## config.mk

```make
export PLATFORM = sky130hd
export DESIGN_NAME = hcsr04_echo_responder
export DESIGN_NICKNAME = d
export VERILOG_FILES = /design/src/rtl/hcsr04_echo_responder.sv
export SDC_FILE = /design/constraint.sdc
export NUM_CORES = 1
export LEC_CHECK = 0
export ABC_AREA = 1
export BUFFER_PORTS_ARGS = -buffer_cell sky130_fd_sc_hd__buf_2
export CAP_MARGIN = 10
export CORE_MARGIN = 2
export CORE_UTILIZATION = 55
export CTS_CLUSTER_DIAMETER = 60
export DETAILED_ROUTE_END_ITERATION = 12
export PLACE_DENSITY = 0.78
export SYNTH_ARGS = -nofsm -noshare
export SYNTH_HDL_FRONTEND = slang
export SYNTH_SLANG_ARGS = --single-unit
export TNS_END_PERCENT = 1
```

## constraint.sdc

```tcl
create_clock -name clk_in -period 5.4 [get_ports clk_in]
set_clock_uncertainty 0.2 [all_clocks]
set_input_delay 0.81 -clock clk_in [delete_from_list [all_inputs] [get_ports clk_in]]
set_output_delay 0.81 -clock clk_in [all_outputs]
set_load 0.05 [all_outputs]
```

## src/rtl/hcsr04_echo_responder.sv

```systemverilog
// HC-SR04 sensor stand-in: answers a qualified trigger pulse with an echo whose
// width encodes the programmed distance, then holds off before re-arming.
module hcsr04_echo_responder #(
    parameter int CNT_W        = 21,
    parameter int TRIG_MIN     = 500,
    parameter int BURST_CYCLES = 10000,
    parameter int CYC_PER_CM   = 2941,
    parameter int DIST_MIN     = 2,
    parameter int DIST_MAX     = 400,
    parameter int ECHO_MAX     = 1900000,
    parameter int HOLDOFF      = 500000
) (
    input  logic       clk_in,
    input  logic       rst,
    input  logic       trigger,
    input  logic [8:0] distance,
    output logic       echo,
    output logic       busy,
    output logic       trig_err,
    output logic       echo_done
);

    localparam logic [2:0] ST_IDLE    = 3'd0;
    localparam logic [2:0] ST_TRIG_HI = 3'd1;
    localparam logic [2:0] ST_BURST   = 3'd2;
    localparam logic [2:0] ST_ECHO    = 3'd3;
    localparam logic [2:0] ST_HOLDOFF = 3'd4;

    localparam logic [CNT_W-1:0] TRIG_MIN_C   = CNT_W'(TRIG_MIN);
    localparam logic [CNT_W-1:0] BURST_LAST_C = CNT_W'(BURST_CYCLES - 1);
    localparam logic [CNT_W-1:0] CYC_PER_CM_C = CNT_W'(CYC_PER_CM);
    localparam logic [CNT_W-1:0] ECHO_MAX_C   = CNT_W'(ECHO_MAX);
    localparam logic [CNT_W-1:0] HOLDOFF_C    = CNT_W'(HOLDOFF);
    localparam logic [8:0]       DIST_MIN_C   = 9'(DIST_MIN);
    localparam logic [8:0]       DIST_MAX_C   = 9'(DIST_MAX);

    logic             trig_m;
    logic             trig_s;
    logic [2:0]       state;
    logic [2:0]       state_nx;
    logic [CNT_W-1:0] count;
    logic [CNT_W-1:0] count_nx;
    logic [8:0]       dist_q;
    logic [8:0]       dist_nx;
    logic [CNT_W-1:0] target;
    logic             echo_nx;
    logic             err_nx;
    logic             done_nx;
    logic             busy_nx;

    // Out-of-range distances (including 0) report the sensor's timeout width.
    always_comb begin
        if (dist_q >= DIST_MIN_C && dist_q <= DIST_MAX_C)
            target = CNT_W'(dist_q) * CYC_PER_CM_C;
        else
            target = ECHO_MAX_C;
    end

    always_comb begin
        state_nx = state;
        count_nx = count;
        dist_nx  = dist_q;
        echo_nx  = echo;
        err_nx   = 1'b0;
        done_nx  = 1'b0;
        case (state)
            ST_IDLE: begin
                if (trig_s) begin
                    state_nx = ST_TRIG_HI;
                    count_nx = CNT_W'(1);
                end
            end
            ST_TRIG_HI: begin
                if (trig_s) begin
                    if (count < TRIG_MIN_C)
                        count_nx = count + CNT_W'(1);
                end else if (count >= TRIG_MIN_C) begin
                    dist_nx  = distance;
                    state_nx = ST_BURST;
                    count_nx = '0;
                end else begin
                    err_nx   = 1'b1;
                    state_nx = ST_IDLE;
                    count_nx = '0;
                end
            end
            ST_BURST: begin
                if (count == BURST_LAST_C) begin
                    state_nx = ST_ECHO;
                    echo_nx  = 1'b1;
                    count_nx = CNT_W'(1);
                end else begin
                    count_nx = count + CNT_W'(1);
                end
            end
            ST_ECHO: begin
                if (count == target) begin
                    state_nx = ST_HOLDOFF;
                    echo_nx  = 1'b0;
                    done_nx  = 1'b1;
                    count_nx = CNT_W'(1);
                end else begin
                    count_nx = count + CNT_W'(1);
                end
            end
            ST_HOLDOFF: begin
                if (count == HOLDOFF_C) begin
                    state_nx = ST_IDLE;
                    count_nx = '0;
                end else begin
                    count_nx = count + CNT_W'(1);
                end
            end
            default: begin
                state_nx = ST_IDLE;
                count_nx = '0;
                echo_nx  = 1'b0;
            end
        endcase
        busy_nx = (state_nx == ST_BURST) || (state_nx == ST_ECHO) ||
                  (state_nx == ST_HOLDOFF);
    end

    // Outputs are registered from next-state values so they track the state exactly.
    always_ff @(posedge clk_in) begin
        if (rst) begin
            trig_m    <= 1'b0;
            trig_s    <= 1'b0;
            state     <= ST_IDLE;
            count     <= '0;
            dist_q    <= '0;
            echo      <= 1'b0;
            busy      <= 1'b0;
            trig_err  <= 1'b0;
            echo_done <= 1'b0;
        end else begin
            trig_m    <= trigger;
            trig_s    <= trig_m;
            state     <= state_nx;
            count     <= count_nx;
            dist_q    <= dist_nx;
            echo      <= echo_nx;
            busy      <= busy_nx;
            trig_err  <= err_nx;
            echo_done <= done_nx;
        end
    end

endmodule

```

==> metrics.md <==
| Metric | Value |
|---|---|
| Final ANT Viol Nets | 0 |
| Class of the tightest hold or removal check | reg2reg |
| Core Region | 9240 um^2 |
| Switching component of the power | 182 uW |
| Total setup buffers inserted after CTS | 0 |
| CTS Buffer Depth | 2 |
| I/O Pins | 16 |
| Initial drt markers | 332 |
| Cell count after synthesis | 805 |
| Main combinational cell family by area after synthesis | simple AND/OR/NAND/NOR gates |
| Simple-gate share of the synthesized area | 0.334 |
| Adder-Cell Fraction of Synth Area | 0.284 |
| Final slew viol count | 0 |
| Count of distinct cell types in the synthesized netlist | 33 |
| Cell seen most often among critical-path stages | nand2_1 |
| CTS buffer count | 5 |
| Number of fill cells | 906 |
| Yosys top cell area share | 0.153 |
| Detailed-route vias per instance | 5.41 |
| Syn_area_per_cell | 6.52 um^2 |
| Number of enable flip-flop cells after synthesis | 0 |
| Top achievable clock speed | 198 MHz |
| Top cells by area in the synthesized netlist | fa_1 15%, dfxtp_1 15%, nand2_1 15%, ha_1 13%, inv_1 12% |
| Leak | 0.00267 uW |
| Complex-gate fraction of the synthesized area | 0.0737 |
| Global-route wire length before repair | 22.7 mm |
| Total power per unit cell area | 115 nW/um^2 |
| Maximum fanout along the worst path | 20 |
| Hold-critical path depth | 2 |
| Tcrit/Tclk final | 0.935 |
| Number of global-route vias before repair | 4850 |
| Die width | 102 um |
| Number of antenna violations at the first check in global routing | 0 |
| Post-cts hold buffer count | 0 |
| Library cell with the largest summed area after synthesis | fa_1 |
| Status | finished, final reports clean |
| Crit path max-delay cell type | fa_1 |
| Post-synthesis net count | 912 |
| Die ar. | 10300 um^2 |
| Gate power share | 0.147 |
| Xor-xnor portion of the synthesized cell area | 0.0150 |
| Required time worst endpoint | 5360 ps |
| Sequential fraction of the synthesis area | 0.149 |
| DRC viols | 0 |
| Clk pwr share | 0.395 |
| Critical path data arrival time | 5000 ps |
| Maximum number of pins on one net before global-route repair | 31 |
| R2R cell count | 28 |
| Worst reg2reg setup slack | 350 ps |
| Reg power frac | 0.458 |
| Total power draw | 640 uW |
| RSZ-0062 raised after global routing | no |
| Row count | 35 |
| Final routed wirelength across all metal layers | 13.5 mm |
| Port-buffer cells | 15 |
| Proportion of layout cells with a drive suffix above 1 | 0.0833 |
| Primary FF master, synth | dfxtp_1 |
| Synth cell count leaders | 208 x nand2_1, 164 x inv_1, 75 x nor2_1 |
| CP startpoint kind | register |
| Total internal power | 458 uW |
| Ys Warns | 0 |
| Most common cell in the netlist | nand2_1 |
| Kind of critical path | reg2reg |
| Largest stage delay on the critical path | 570 ps |
| Detail-routed net length per standard cell | 14.2 um |
| Count of maximum capacitance violations | 0 |
| Flip-flop and latch count after synthesis | 39 |
| Minimum clock period after layout | 5050 ps |
| Global-route usage over all layers | 0.276 |
| Synth-to-layout area growth | 6.22% |
| Sum of negative setup slack | 0 ps |
| Clock latency on the worst-skew pair | 310 ps |
| Via total after detailed routing | 5116 |
| Iteration count of the initial detailed-routing pass | 5 |
| Final setup violation count | 0 |
| Number of inserted diodes | 0 |
| Hold violation total from the final report | 0 |
| Global placement routability congestion | 0.953 |
| Final net count | 922 |
| Initial standard-cell utilization of the core | 0.568 |
| Async SR Flop Fraction | 0 |
| Peak supply drop | 0.122 mV |
| Post-detailed-placement half-perimeter wirelength | 11.2 mm |
| Netlist Area Pre-Place | 5250 um^2 |
| CTS HTree Levels | 2 |
| Sinks on the clock net | 39 |
| TritonCTS clock tree | done |
| Die Span Y | 102 um |
| Transition time of the tightest slew-check pin | 958 ps |
| Switching part of the total power | 0.285 |
| Clk Tree Root Cell | clkbuf_8 |
| Leftover overflow at the end of global routing | 0 |
| Critical Path Sink Type | register |
| Multiplexer fraction of the synthesized cell area | 0 |
| Clock transition at the register clock pins on the worst setup and hold paths after CTS | 80 ps |
| Slew HR | 0.361 |
-- cell type report --
class,instances,area [um^2],share of cell area
Inverter,171,644,0.116
Clock inverter,3,43.8,0.00785
Tap cell,129,161,0.0289
Clock buffer,5,68.8,0.0123
Sequential cell,39,791,0.142
Multi-Input combinational cell,578,3750,0.673
Timing Repair Buffer,20,113,0.0202
-- registers in the layout (all words and copies together), names as in the netlist --
name       flops
busy           1
count         21
dist_q         9
echo           1
echo_done      1
state          3
trig_err       1
trig_m         1
trig_s         1
-- repair_timing --
action	4_1_cts	5_1_grt
gates cloned	0	0
pin swaps	0	1
gates resized for setup	1	21
setup endpoints to repair	1	27
-- placed cells by master (no fill, tap or decap), types with 2 or more instances in the layout --
cell type,n
nand2_1,206
inv_1,162
nor2_1,72
nand3_1,56
ha_1,53
a21oi_1,43
fa_1,39
nand4_1,34
dfxtp_1,33
o21ai_0,16
buf_2,15
nor3_1,13
inv_2,8
xor2_1,8
nor2_2,7
clkbuf_8,5
dfxtp_2,5
buf_4,5
nand2_2,4
and2_1,3
nor3_2,3
a31oi_1,3
nand3_2,2
ha_2,2
-- routing by layer --
layer | routed length (um) | GRT usage | vias to the layer above
li1 | - | - | 2536
met1 | 6190 | 0.389 | 2370
met2 | 6130 | 0.453 | 184
met3 | 930 | 0.0414 | 26
met4 | 214 | 0.0509 | 0
met5 | 0 | 0 | -
-- per-stage QoR --
stage                      util  instances  area (um^2)  hold WS, ps  setup slack (ps)
after floorplan               -        805         5250          188               740
after global placement    0.585        937         5410          193               171
after detailed placement  0.585        937         5410          196              40.3
after CTS                 0.598        945         5520          208               115
after global routing      0.603        945         5580          221              10.9
final                     0.603        945         5580          206               353
-- power by group through the flow --
stage | registers (uW) | logic, uW | clock network [uW]
floorplan | 300 | 70.8 | 0
global placement | 300 | 88.8 | 0
detailed placement | 301 | 91.7 | 0
CTS | 294 | 92.1 | 253
global route | 294 | 107 | 264
finish | 293 | 94.1 | 253
-- path summary, 6_finish.rpt --
| check | from | endpoint |
|---|---|---|
| setup reg to reg | dist_q[3]$_SDFFE_PP0P_ | count[6]$_SDFFE_PP0P_ |
| setup / recovery | dist_q[3]$_SDFFE_PP0P_ | count[6]$_SDFFE_PP0P_ |
| hold reg to reg | trig_m$_SDFF_PP0_ | trig_s$_SDFF_PP0_ |
| hold / removal | trig_m$_SDFF_PP0_ | trig_s$_SDFF_PP0_ |
-- critical path, delay by kind of cell, from the launching register on --
family          cells  cell delay [ps]
buf+inv             5              480
compound gates      1               60
simple gates       17             1530
flops               1              380
fa+ha+maj           5             2230
-- kinds of logic (layout without fill, tap and decap cells) --
| kind of cell | Yosys count | after routing |
|---|---|---|
| simple gates | 404 | 404 |
| buf+inv | 188 | 199 |
| fa+ha+maj | 95 | 95 |
| compound gates | 70 | 70 |
| flops | 39 | 39 |
| xor+xnor | 9 | 9 |
No activity file was read; power rests on OpenSTA's default activity.
